===== config.mk =====
export PLATFORM = sky130hd
export DESIGN_NAME = dma_dev_port
export DESIGN_NICKNAME = d
export VERILOG_FILES = /design/src/rtl/dma_dev_pkg.sv /design/src/rtl/dma_fifo.sv /design/src/rtl/dma_dev_port.sv
export SDC_FILE = /design/constraint.sdc
export NUM_CORES = 1
export LEC_CHECK = 0
export CORE_UTILIZATION = 61
export DETAILED_ROUTE_END_ITERATION = 12
export PLACE_DENSITY = 0.94
export SKIP_LAST_GASP = 1
export SLEW_MARGIN = 30
export SYNTH_ARGS = -nofsm -noshare
export SYNTH_HDL_FRONTEND = slang
export SYNTH_SLANG_ARGS = --single-unit

===== constraint.sdc =====
create_clock -name iClk -period 7.5 [get_ports iClk]
set_clock_uncertainty 0.2 [all_clocks]
set_input_delay 1.5 -clock iClk [delete_from_list [all_inputs] [get_ports iClk]]
set_output_delay 1.5 -clock iClk [all_outputs]
set_load 0.005 [all_outputs]

===== src/rtl/dma_dev_pkg.sv =====
// Shared definitions for the DMA device port: FSM state encoding and default sizing.
// No logic, so no latency.
// No flow control of its own.
package dma_dev_pkg;

    typedef enum logic [1:0] {
        IDLE = 2'd0,
        REQ  = 2'd1,
        XFER = 2'd2,
        WAIT = 2'd3
    } state_t;

    localparam int DEF_DEPTH  = 16;
    localparam int DEF_THRESH = 1;

endpackage


===== src/rtl/dma_fifo.sv =====
// Byte FIFO with a synchronous reset and a combinational head output; it reports occupancy.
// Push and pop take effect on the clock edge. The head updates in the same cycle as a pop.
// A push while full is dropped (push_drop) unless a pop frees a slot in that cycle. A pop while empty is ignored.
module dma_fifo
#(
    parameter int DEPTH = 16
)
(
    input  logic       iClk,
    input  logic       iRst,
    input  logic       push_vld,
    input  logic [7:0] push_dat,
    input  logic       pop_vld,
    output logic [7:0] pop_dat,
    output logic       full,
    output logic       empty,
    output logic [6:0] level,
    output logic       push_drop
);

    localparam int         AW      = $clog2(DEPTH);
    localparam logic [6:0] DEPTH_L = 7'(DEPTH);

    logic [7:0]    mem [DEPTH];
    logic [AW-1:0] wr_ptr;
    logic [AW-1:0] rd_ptr;
    logic [6:0]    cnt;
    logic          pop_ok;
    logic          push_ok;

    assign empty     = (cnt == 7'd0);
    assign full      = (cnt == DEPTH_L);
    assign pop_ok    = pop_vld & ~empty;
    // A full FIFO still accepts a push when a pop drains a slot in the same cycle.
    assign push_ok   = push_vld & (~full | pop_ok);
    assign push_drop = push_vld & ~push_ok;
    assign pop_dat   = mem[rd_ptr];
    assign level     = cnt;

    // Pointers wrap naturally at DEPTH (power of two). When a push and a pop occur together, the count does not change.
    always_ff @(posedge iClk) begin
        if (iRst) begin
            wr_ptr <= '0;
            rd_ptr <= '0;
            cnt    <= 7'd0;
        end else begin
            if (push_ok) wr_ptr <= wr_ptr + AW'(1);
            if (pop_ok)  rd_ptr <= rd_ptr + AW'(1);
            if (push_ok && !pop_ok)      cnt <= cnt + 7'd1;
            else if (pop_ok && !push_ok) cnt <= cnt - 7'd1;
        end
    end

    // Storage write. Suppressed during reset so that the reset cycle moves no data.
    always_ff @(posedge iClk) begin
        if (!iRst && push_ok) mem[wr_ptr] <= push_dat;
    end

endmodule


===== src/rtl/dma_dev_port.sv =====
// Device-side DMA port: it joins a byte FIFO to a DREQ/DACK controller channel (optional TC: DMA_DEV_TC_EN).
// After DACK is sampled high, one byte moves on the next edge. DREQ can re-assert 2 cycles after DACK is sampled low.
// The FIFO level gates DREQ (THRESH bytes or free slots). Dropped pushes set the sticky oOvf flag.
module dma_dev_port
    import dma_dev_pkg::*;
#(
    parameter int DEPTH  = DEF_DEPTH,
    parameter int THRESH = DEF_THRESH
)
(
    input  logic       iClk,
    input  logic       iRst,
    input  logic       iArm,
    input  logic       iDir,
    input  logic       iPush,
    input  logic [7:0] iPushData,
    input  logic       iPop,
    output logic [7:0] oPopData,
    output logic       oFull,
    output logic       oEmpty,
    output logic [6:0] oLevel,
    output logic       oOvf,
    output logic       oDREQ,
    input  logic       iDACK,
    input  logic       iTC,
    output logic [7:0] oDmaData,
    input  logic [7:0] iDmaData,
    output logic       oDone
);

    localparam logic [6:0] DEPTH_L  = 7'(DEPTH);
    localparam logic [6:0] THRESH_L = 7'(THRESH);

    state_t     state_q;
    state_t     state_d;
    logic       dir_q;
    logic       dir_d;
    logic       xfer;
    logic       dreq;
    logic       start_ok;
    logic       hold_idle;
    logic       ovf_q;
    logic [7:0] dma_q;
    logic       push_vld;
    logic [7:0] push_dat;
    logic       pop_vld;
    logic       push_drop;
    logic       dma_push;
    logic       dma_pop;
    logic [6:0] free_slots;

    // The DMA side owns one end of the FIFO only during XFER. The device strobes always apply.
    // A DMA write takes the single write port. A device push in that same cycle is not taken.
    assign dma_push = xfer & dir_q;
    assign dma_pop  = xfer & ~dir_q;
    assign push_vld = iPush | dma_push;
    assign push_dat = dma_push ? iDmaData : iPushData;
    assign pop_vld  = iPop | dma_pop;

    dma_fifo #(.DEPTH(DEPTH)) u_fifo (
        .iClk      (iClk),
        .iRst      (iRst),
        .push_vld  (push_vld),
        .push_dat  (push_dat),
        .pop_vld   (pop_vld),
        .pop_dat   (oPopData),
        .full      (oFull),
        .empty     (oEmpty),
        .level     (oLevel),
        .push_drop (push_drop)
    );

    // The start test uses the live iDir. That value is then latched into dir_q for the transfer that follows.
    assign free_slots = DEPTH_L - oLevel;
    assign start_ok   = iDir ? (free_slots >= THRESH_L) : (oLevel >= THRESH_L);

    // Next-state and Moore outputs of the handshake FSM.
    always_comb begin
        state_d = state_q;
        dir_d   = dir_q;
        dreq    = 1'b0;
        xfer    = 1'b0;
        case (state_q)
            IDLE: begin
                if (iArm && !hold_idle && start_ok) begin
                    state_d = REQ;
                    dir_d   = iDir;
                end
            end
            REQ: begin
                dreq = 1'b1;
                if (iDACK)      state_d = XFER;
                else if (!iArm) state_d = IDLE;
            end
            XFER: begin
                xfer    = 1'b1;
                state_d = WAIT;
            end
            WAIT: begin
                if (!iDACK) state_d = IDLE;
            end
            default: state_d = IDLE;
        endcase
    end

    // State register, the latched direction, sticky overflow, and the byte presented to the controller.
    always_ff @(posedge iClk) begin
        if (iRst) begin
            state_q <= IDLE;
            dir_q   <= 1'b0;
            ovf_q   <= 1'b0;
            dma_q   <= 8'h00;
        end else begin
            state_q <= state_d;
            dir_q   <= dir_d;
            if (push_drop) ovf_q <= 1'b1;
            if (dma_pop)   dma_q <= oPopData;
        end
    end

    assign oDREQ    = dreq;
    assign oOvf     = ovf_q;
    assign oDmaData = dma_q;

`ifdef DMA_DEV_TC_EN
    logic done_q;
    logic done_lat;
    logic arm_q;
    logic tc_hit;

    assign tc_hit    = xfer & iTC & iDACK;
    assign hold_idle = done_lat;
    assign oDone     = done_q;

    // A terminal count pulses oDone and parks the FSM in IDLE until iArm is re-armed with a rising edge.
    always_ff @(posedge iClk) begin
        if (iRst) begin
            done_q   <= 1'b0;
            done_lat <= 1'b0;
            arm_q    <= 1'b0;
        end else begin
            arm_q  <= iArm;
            done_q <= tc_hit;
            if (tc_hit)               done_lat <= 1'b1;
            else if (iArm && !arm_q)  done_lat <= 1'b0;
        end
    end
`else
    logic unused_tc;

    assign unused_tc = iTC;
    assign hold_idle = 1'b0;
    assign oDone     = 1'b0;
`endif

endmodule

==> flow_metrics.env <==
export IMPL_status="complete, no violations"
export IMPL_place_detailed_hpwl_um=8970
export IMPL_reg2reg_setup_slack_ps=3870
export IMPL_insertedDiodeCount=0
export IMPL_power_share_clock_pct=34.6
export IMPL_hp_start="oDmaData[6]$_SDFFE_PP0P_"
export IMPL_hold_viol=0
export IMPL_syn_area_per_cell_um2=15.8
export IMPL_setup_repair_after_global_routing_missed_its_margin="no"
export IMPL_grt_overflow=0
export IMPL_critical_r2r_capture="u_fifo.mem[12][6]$_DFFE_PP_"
export IMPL_setup_worst_path_start_class="register"
export IMPL_cts_repair_timing_setup_buffer_count=0
export IMPL_fraction_of_power_spent_switching_nets_pct=28.0
export IMPL_synth_cell_type_count=46
export IMPL_hold_buffers=0
export IMPL_clock_sink_count=159
export IMPL_dr_total_vias=3895
export IMPL_synth_ff_latch_count=159
export IMPL_yosysMostFrequentCell="sky130_fd_sc_hd__edfxtp_1"
export IMPL_post_dr_wirelength_cell_um=23.6
export IMPL_holdPathEnd="oDmaData[6]$_SDFFE_PP0P_"
export IMPL_placement_io_buffers=49
export IMPL_yosysTopAreaCellShare_pct=58.6
export IMPL_fin_crit_sh_pct=61.0
export IMPL_largest_net_degree_at_the_start_of_global_routing=33
export IMPL_fin_max_slew_vios=0
export IMPL_power_switching_uw=680
export IMPL_max_slew_worst_pin_slew_ps=996
export IMPL_std_cell_rows=37
export IMPL_post_synth_net_total=449
export IMPL_gr_usage_all_layers_pct=28.3
export IMPL_synth_top_cells_by_area="sky130_fd_sc_hd__edfxtp_1, sky130_fd_sc_hd__mux4_2, sky130_fd_sc_hd__dfxtp_1"
export IMPL_hp_class="reg -> reg"
export IMPL_gr_usage_met2_pct=44.4
export IMPL_internal_power_mw=1.75
export IMPL_die_area_um2=11200
export IMPL_setup_viol=0
export IMPL_share_seq_of_total_power_pct=43.7
export IMPL_crit_arrival_ps=2870
export IMPL_tritoncts="yes"
export IMPL_area_delta_synth_final_pct=17.5
export IMPL_initialDrtViolationCount=499
export IMPL_placeableCoreArea_um2=10400
export IMPL_synth_enable_flop_cells=128
export IMPL_wp_data_required_ps=5800
export IMPL_asyncSetResetFlopFracSynth_pct=0
export IMPL_crit_reg2reg_launch="u_fifo.level[0]$_SDFFE_PP0P_"
export IMPL_slew_headroom_pct=33.3
export IMPL_synth_warning_count=0
export IMPL_critPathCaptureType="output pin"
export IMPL_combPwrFrac_pct=21.7
export IMPL_layout_drive_gt1_share_pct=18.9
export IMPL_finalCriticalPeriod_ps=4570
export IMPL_timing_setup_tns_ps=0
export IMPL_powerDensity_nw_per_um2=315
export IMPL_io_pins=52
export IMPL_die_h_um=106
export IMPL_place_gp_congestion=0.794
export IMPL_cts_inserted_buffers=17
export IMPL_clk_pin_slew_ps=60
export IMPL_synth_top_cells_by_count="sky130_fd_sc_hd__edfxtp_1, sky130_fd_sc_hd__nor2_1, sky130_fd_sc_hd__mux4_2"
export IMPL_power_leakage_nw=2.54
export IMPL_nets=493
export IMPL_post_route_drc_count=0
export IMPL_syn_inst=415
export IMPL_via_count_of_the_first_global_routing_pass=4001
export IMPL_synth_area_leader_cell="sky130_fd_sc_hd__edfxtp_1"
export IMPL_detail_route_first_pass_iterations=5
export IMPL_hold_path_cell_count=2
export IMPL_clock_tree_buffer_depth=2
export IMPL_worst_skew_pair_late_latency_ps=530
export IMPL_use_met3_pct=8.35
export IMPL_totalWireLength_um=14300
export IMPL_wire_length_of_the_first_global_routing_pass_um=22100
export IMPL_dieWidth_um=106
export IMPL_max_vdd_ir_drop_uv=177
export IMPL_post_cts_resize_count=0
export IMPL_critPathMaxFanout=32
export IMPL_hold_slack_ps=305
export IMPL_most_used_flip_flop_cell_after_synthesis="sky130_fd_sc_hd__edfxtp_1"
export IMPL_synth_yosys_seq_area_share_pct=68.0
export IMPL_ff2ff_path_depth=7
export IMPL_criticalPathCategory="reg -> out"
export IMPL_cap_violations=0
export IMPL_clk_root_buffer_cell="sky130_fd_sc_hd__clkbuf_8"
export IMPL_ant_nets=0
export IMPL_drt_vias_per_instance=6.41
export IMPL_global_route_peak_usage_layer="met2"
export IMPL_antenna_found_initial=0
export IMPL_global_route_usage_met1_pct=36.5
export IMPL_post_synth_instance_area_um2=6560
export IMPL_clock_fmax_mhz=219
export IMPL_initial_utilization_pct=63.3
export IMPL_htree_levels=4
[cells in the final DEF, fill, tap and decap left out, types with 5 or more instances in the layout]
cell type	count
sky130_fd_sc_hd__mux4_2	32
sky130_fd_sc_hd__inv_1	10
sky130_fd_sc_hd__nand4_1	5
sky130_fd_sc_hd__dfxtp_1	29
sky130_fd_sc_hd__xnor2_1	5
sky130_fd_sc_hd__nor2_1	42
sky130_fd_sc_hd__a22oi_1	16
sky130_fd_sc_hd__mux2_2	9
sky130_fd_sc_hd__nand2_1	24
sky130_fd_sc_hd__edfxtp_1	128
sky130_fd_sc_hd__nor2b_1	5
sky130_fd_sc_hd__ha_1	10
sky130_fd_sc_hd__nand3_1	6
sky130_fd_sc_hd__xor2_1	5
sky130_fd_sc_hd__clkbuf_16	16
sky130_fd_sc_hd__a21oi_1	12
sky130_fd_sc_hd__clkdlybuf4s50_1	48
sky130_fd_sc_hd__mux2i_1	10
[metal layers]
metal	vias to the layer above	part of all wire, %
met4	0	3.3
met1	1933	38
li1	1678	-
met3	42	9.1
met5	-	0
met2	242	50
[worst max-delay path, stage by stage (launching register included)]
cell	delay, ps
sky130_fd_sc_hd__dfxtp_2	310
sky130_fd_sc_hd__buf_4	500
sky130_fd_sc_hd__mux4_2	640
sky130_fd_sc_hd__a22oi_1	280
sky130_fd_sc_hd__nand2_1	140
sky130_fd_sc_hd__clkdlybuf4s50_1	460
[cells by family (layout without fill, tap and decap cells)]
| kind of cell | Yosys count | after routing | synth area share (%) |
|---|---|---|---|
| buffers and inverters | 35 | 92 | 2.48 |
| adder cells (fa/ha/maj) | 10 | 10 | 1.91 |
| multiplexers | 51 | 51 | 14.0 |
| XOR/XNOR | 10 | 10 | 1.33 |
| other | 1 | 1 | 0.0571 |
| AO/OA/AOI/OAI | 39 | 39 | 3.98 |
| AND/OR/NAND/NOR | 110 | 110 | 8.18 |
| flip-flops | 159 | 159 | 68.0 |
[area by class of cell]
type                            count  area (um^2)
Multi-Input combinational cell    221         1970
Timing Repair Buffer               50          493
Fill cell                         595         2660
Sequential cell                   159         4470
Clock inverter                     14          156
Tap cell                          136          170
Clock buffer                       18          418
Inverter                           10         37.5
[power by group through the flow]
| stage | Combinational [mW] | Clock, mW | Sequential [mW] |
|---|---|---|---|
| 2_1_floorplan | 0.381 | 0 | 1.03 |
| 3_3_place_gp | 0.493 | 0 | 1.07 |
| 3_5_place_dp | 0.517 | 0 | 1.08 |
| 4_1_cts | 0.526 | 0.848 | 1.06 |
| 5_1_grt | 0.568 | 0.883 | 1.07 |
| 6_report | 0.527 | 0.839 | 1.06 |
[per-stage QoR]
stage	cells	worst slack [ps]	area, um^2	total power [mW]	util [%]
after floorplan	415	3960	6560	1.42	-
after global placement	576	2780	7110	1.57	68.6
after detailed placement	576	3160	7140	1.60	68.8
after CTS	608	2870	7710	2.44	74.3
after global routing	608	2750	7710	2.52	74.3
final	608	2930	7710	2.43	74.3
[state kept, by name, summed over array words and instances, names as in the netlist, named ones only]
signal / cells
u_fifo.level: 7
state_q: 1
dir_q: 1
u_fifo.mem: 128
u_fifo.rd_ptr: 4
u_fifo.wr_ptr: 4
oOvf: 1
oDmaData: 8
[worst max-delay path by stage]
stage                                              end  slack [ps]  depth (start not counted)
final                                      oPopData[4]        2930                          5
after global routing                       oPopData[4]        2750                          5
after CTS                                  oPopData[4]        2870                          5
after detailed placement    u_fifo.mem[9][1]$_DFFE_PP_        3160                          5
after global placement      u_fifo.mem[1][0]$_DFFE_PP_        2780                          4
after floorplan           u_fifo.level[6]$_SDFFE_PP0P_        3960                          9
Note: power is estimated with default switching activity, not from simulation.
==> variant (same flow settings) <==
`DEF_DEPTH`: 16 -> 8.
--- a/src/rtl/dma_dev_pkg.sv
+++ b/src/rtl/dma_dev_pkg.sv
@@ -10,7 +10,7 @@
         WAIT = 2'd3
     } state_t;
 
-    localparam int DEF_DEPTH  = 16;
+    localparam int DEF_DEPTH  = 8;
     localparam int DEF_THRESH = 1;
 
 endpackage
Function: no difference found for any inputs over 4 cycles, from zero or initial values and one cycle with iRst high; that may be too few to reach the edited logic, so the function may still have changed.
==> variant against the original RTL <==
Setup slack improved by 0.40 ns. Utilization fell by 0.30 points. Total power fell by 43%. Sequential cell count down 67. Synthesized cell count is 36% lower. Wire length fell by 49%. Area after synthesis decreased by 39%. Largest cell class unchanged. Final area is 39% lower. Maximum frequency increased by 9.5%.
==> variant: results (changes against the original RTL) <==
Outcome:
- Status: complete, no violations (unchanged).

GRT:
- The overall routing resource usage is 0.2261 (was 0.2827).
- The via count of the first global-routing pass was 2295 (was 4001).
- The first-pass GRT wire length came to 11.47 mm (was 22.14 mm).
- The pin count of the biggest net entering global routing is 31 (was 33).

Setup path:
- The delay of the slowest cell on the worst path came to 0.70 ns (was 0.64 ns).
- The critical path's slowest cell is sky130_fd_sc_hd__dfxtp_2 (was sky130_fd_sc_hd__mux4_2).
- The arrival time reported for the critical path endpoint was 2.48 ns (was 2.87 ns).
- The largest fanout on the critical path is 16 (was 32).

Final layout:
- The register name with the most flops is u_fifo.mem (unchanged).
- The antenna diode count is 0 (unchanged).
- The number of flip-flops in the largest register was 64 (was 128).
- The final net count came to 342 (was 493).
- The ratio of cells with drive above 1 in the final layout is 0.1424 (was 0.1886).

Synth:
- The post-synthesis compound-gate area fraction is 0.03304 (was 0.03984).
- The number of distinct standard cells referenced by the synthesized netlist came to 45 (was 46).
- The portion of netlist area occupied by mux cells is 0.1805 (was 0.1405).
- Most common library cells after synthesis: sky130_fd_sc_hd__edfxtp_1 (64), sky130_fd_sc_hd__nor2_1 (33), sky130_fd_sc_hd__dfxtp_1 (28), sky130_fd_sc_hd__mux2i_1 (12), sky130_fd_sc_hd__mux4_2 (10) (was sky130_fd_sc_hd__edfxtp_1 (128), sky130_fd_sc_hd__nor2_1 (42), sky130_fd_sc_hd__mux4_2 (32), sky130_fd_sc_hd__dfxtp_1 (31), sky130_fd_sc_hd__nand2_1 (24)).
- Cell types with the largest area share after synthesis: sky130_fd_sc_hd__edfxtp_1 (48%), sky130_fd_sc_hd__dfxtp_1 (14%), sky130_fd_sc_hd__mux4_2 (5.6%) (was sky130_fd_sc_hd__edfxtp_1 (59%), sky130_fd_sc_hd__mux4_2 (11%), sky130_fd_sc_hd__dfxtp_1 (9.5%)).
- The share of the synthesized netlist area taken by xor and xnor gates came to 0.01964 (was 0.01334).
- The number of enable flip-flop cells after synthesis is 64 (was 128).
- The number of nets in the synthesized netlist is 296 (was 449).
- The sequential area share after synthesis is 0.6185 (was 0.6801).
- The adder and majority cell fraction of the synthesized area is 0.02182 (was 0.01906).

Drt:
- The number of DRC markers after the initial detailed-route iteration is 155 (was 499).
- The final wirelength is 7.251 mm (was 14.32 mm).
- The remaining antenna violation count is 0 (unchanged).
- The number of vias after detailed routing is 2316 (was 3895).

Clock tree:
- The number of setup buffers added after CTS is 0 (unchanged).
- The level count of the clock H-tree was 3 (was 4).
- The number of buffers added by the clock tree synthesis step is 9 (was 17).
- The clock transition at the registers of the reported paths was 0.09 ns (was 0.06 ns).

Placement:
- The detailed-placement wirelength estimate is 5.036 mm (was 8.965 mm).
- The final RePlAce weighted congestion is 0.7800 (was 0.7940).
- The post-place instance area came to 4507 um^2 (was 7136 um^2).

STA:
- The slew at the pin with the worst max-slew slack is 0.8091 ns (was 0.9964 ns).

Pwr:
- The maximum VDD drop is 0.2124 mV (was 0.1774 mV).
- The cell leakage power was 1.594 nW (was 2.538 nW).
==> variant: layout make-up <==
type	instances	area (um^2)
clock buffer	9	123.9
clock inverter	7	61.31
fill	396	1648
inverter	3	11.26
multi-input combinational	155	1433
sequential	92	2484
tap	77	96.34
timing repair buffer	50	493.0
==> variant: stage by stage <==
step | std cells | power (mW)
after floorplan | 265 | 0.9392
after global placement | 377 | 1.062
after detailed placement | 377 | 1.082
after CTS | 393 | 1.396
after global routing | 393 | 1.461
final | 393 | 1.391
==> variant: cells by family after synthesis <==
group | count (synthesis)
flip-flops | 92
multiplexers | 45
buffers and inverters | 18
AO/OA/AOI/OAI | 19
AND/OR/NAND/NOR | 74
adder cells (fa/ha/maj) | 7
XOR/XNOR | 9
other | 1
==> variant: worst paths after layout <==
path / from / to / slack (ns) / cells after the start
worst max-delay path: flop / oPopData[2] / 3.32 / 3
worst min-delay path: oOvf / oOvf / 0.28 / 2
worst max register to register: flop / u_fifo.mem[2][4] / 4.51 / 5
worst min register to register: oOvf / oOvf / 0.28 / 2
==> variant: report_power, final <==
group / internal, mW / total (mW) / switching [mW]
clock network: 0.127 / 0.315 / 0.188
registers: 0.585 / 0.660 / 0.0753
logic: 0.251 / 0.415 / 0.164
total: 0.964 / 1.39 / 0.427
==> variant: routing by layer <==
| layer | up-vias | GRT usage | share of wire |
|---|---|---|---|
| met5 | - | 0 | 0 |
| met4 | 0 | 0.1160 | 0.019 |
| met3 | 13 | 0.04573 | 0.057 |
| met2 | 89 | 0.3681 | 0.52 |
| met1 | 1130 | 0.2898 | 0.40 |
| li1 | 1084 | - | - |
==> variant: worst max-delay path, delay by kind of cell (launching register included) <==
family                 cells  cell delay, ns
buffers and inverters      1            0.44
muxes                      2            0.97
DFF                        1            0.70
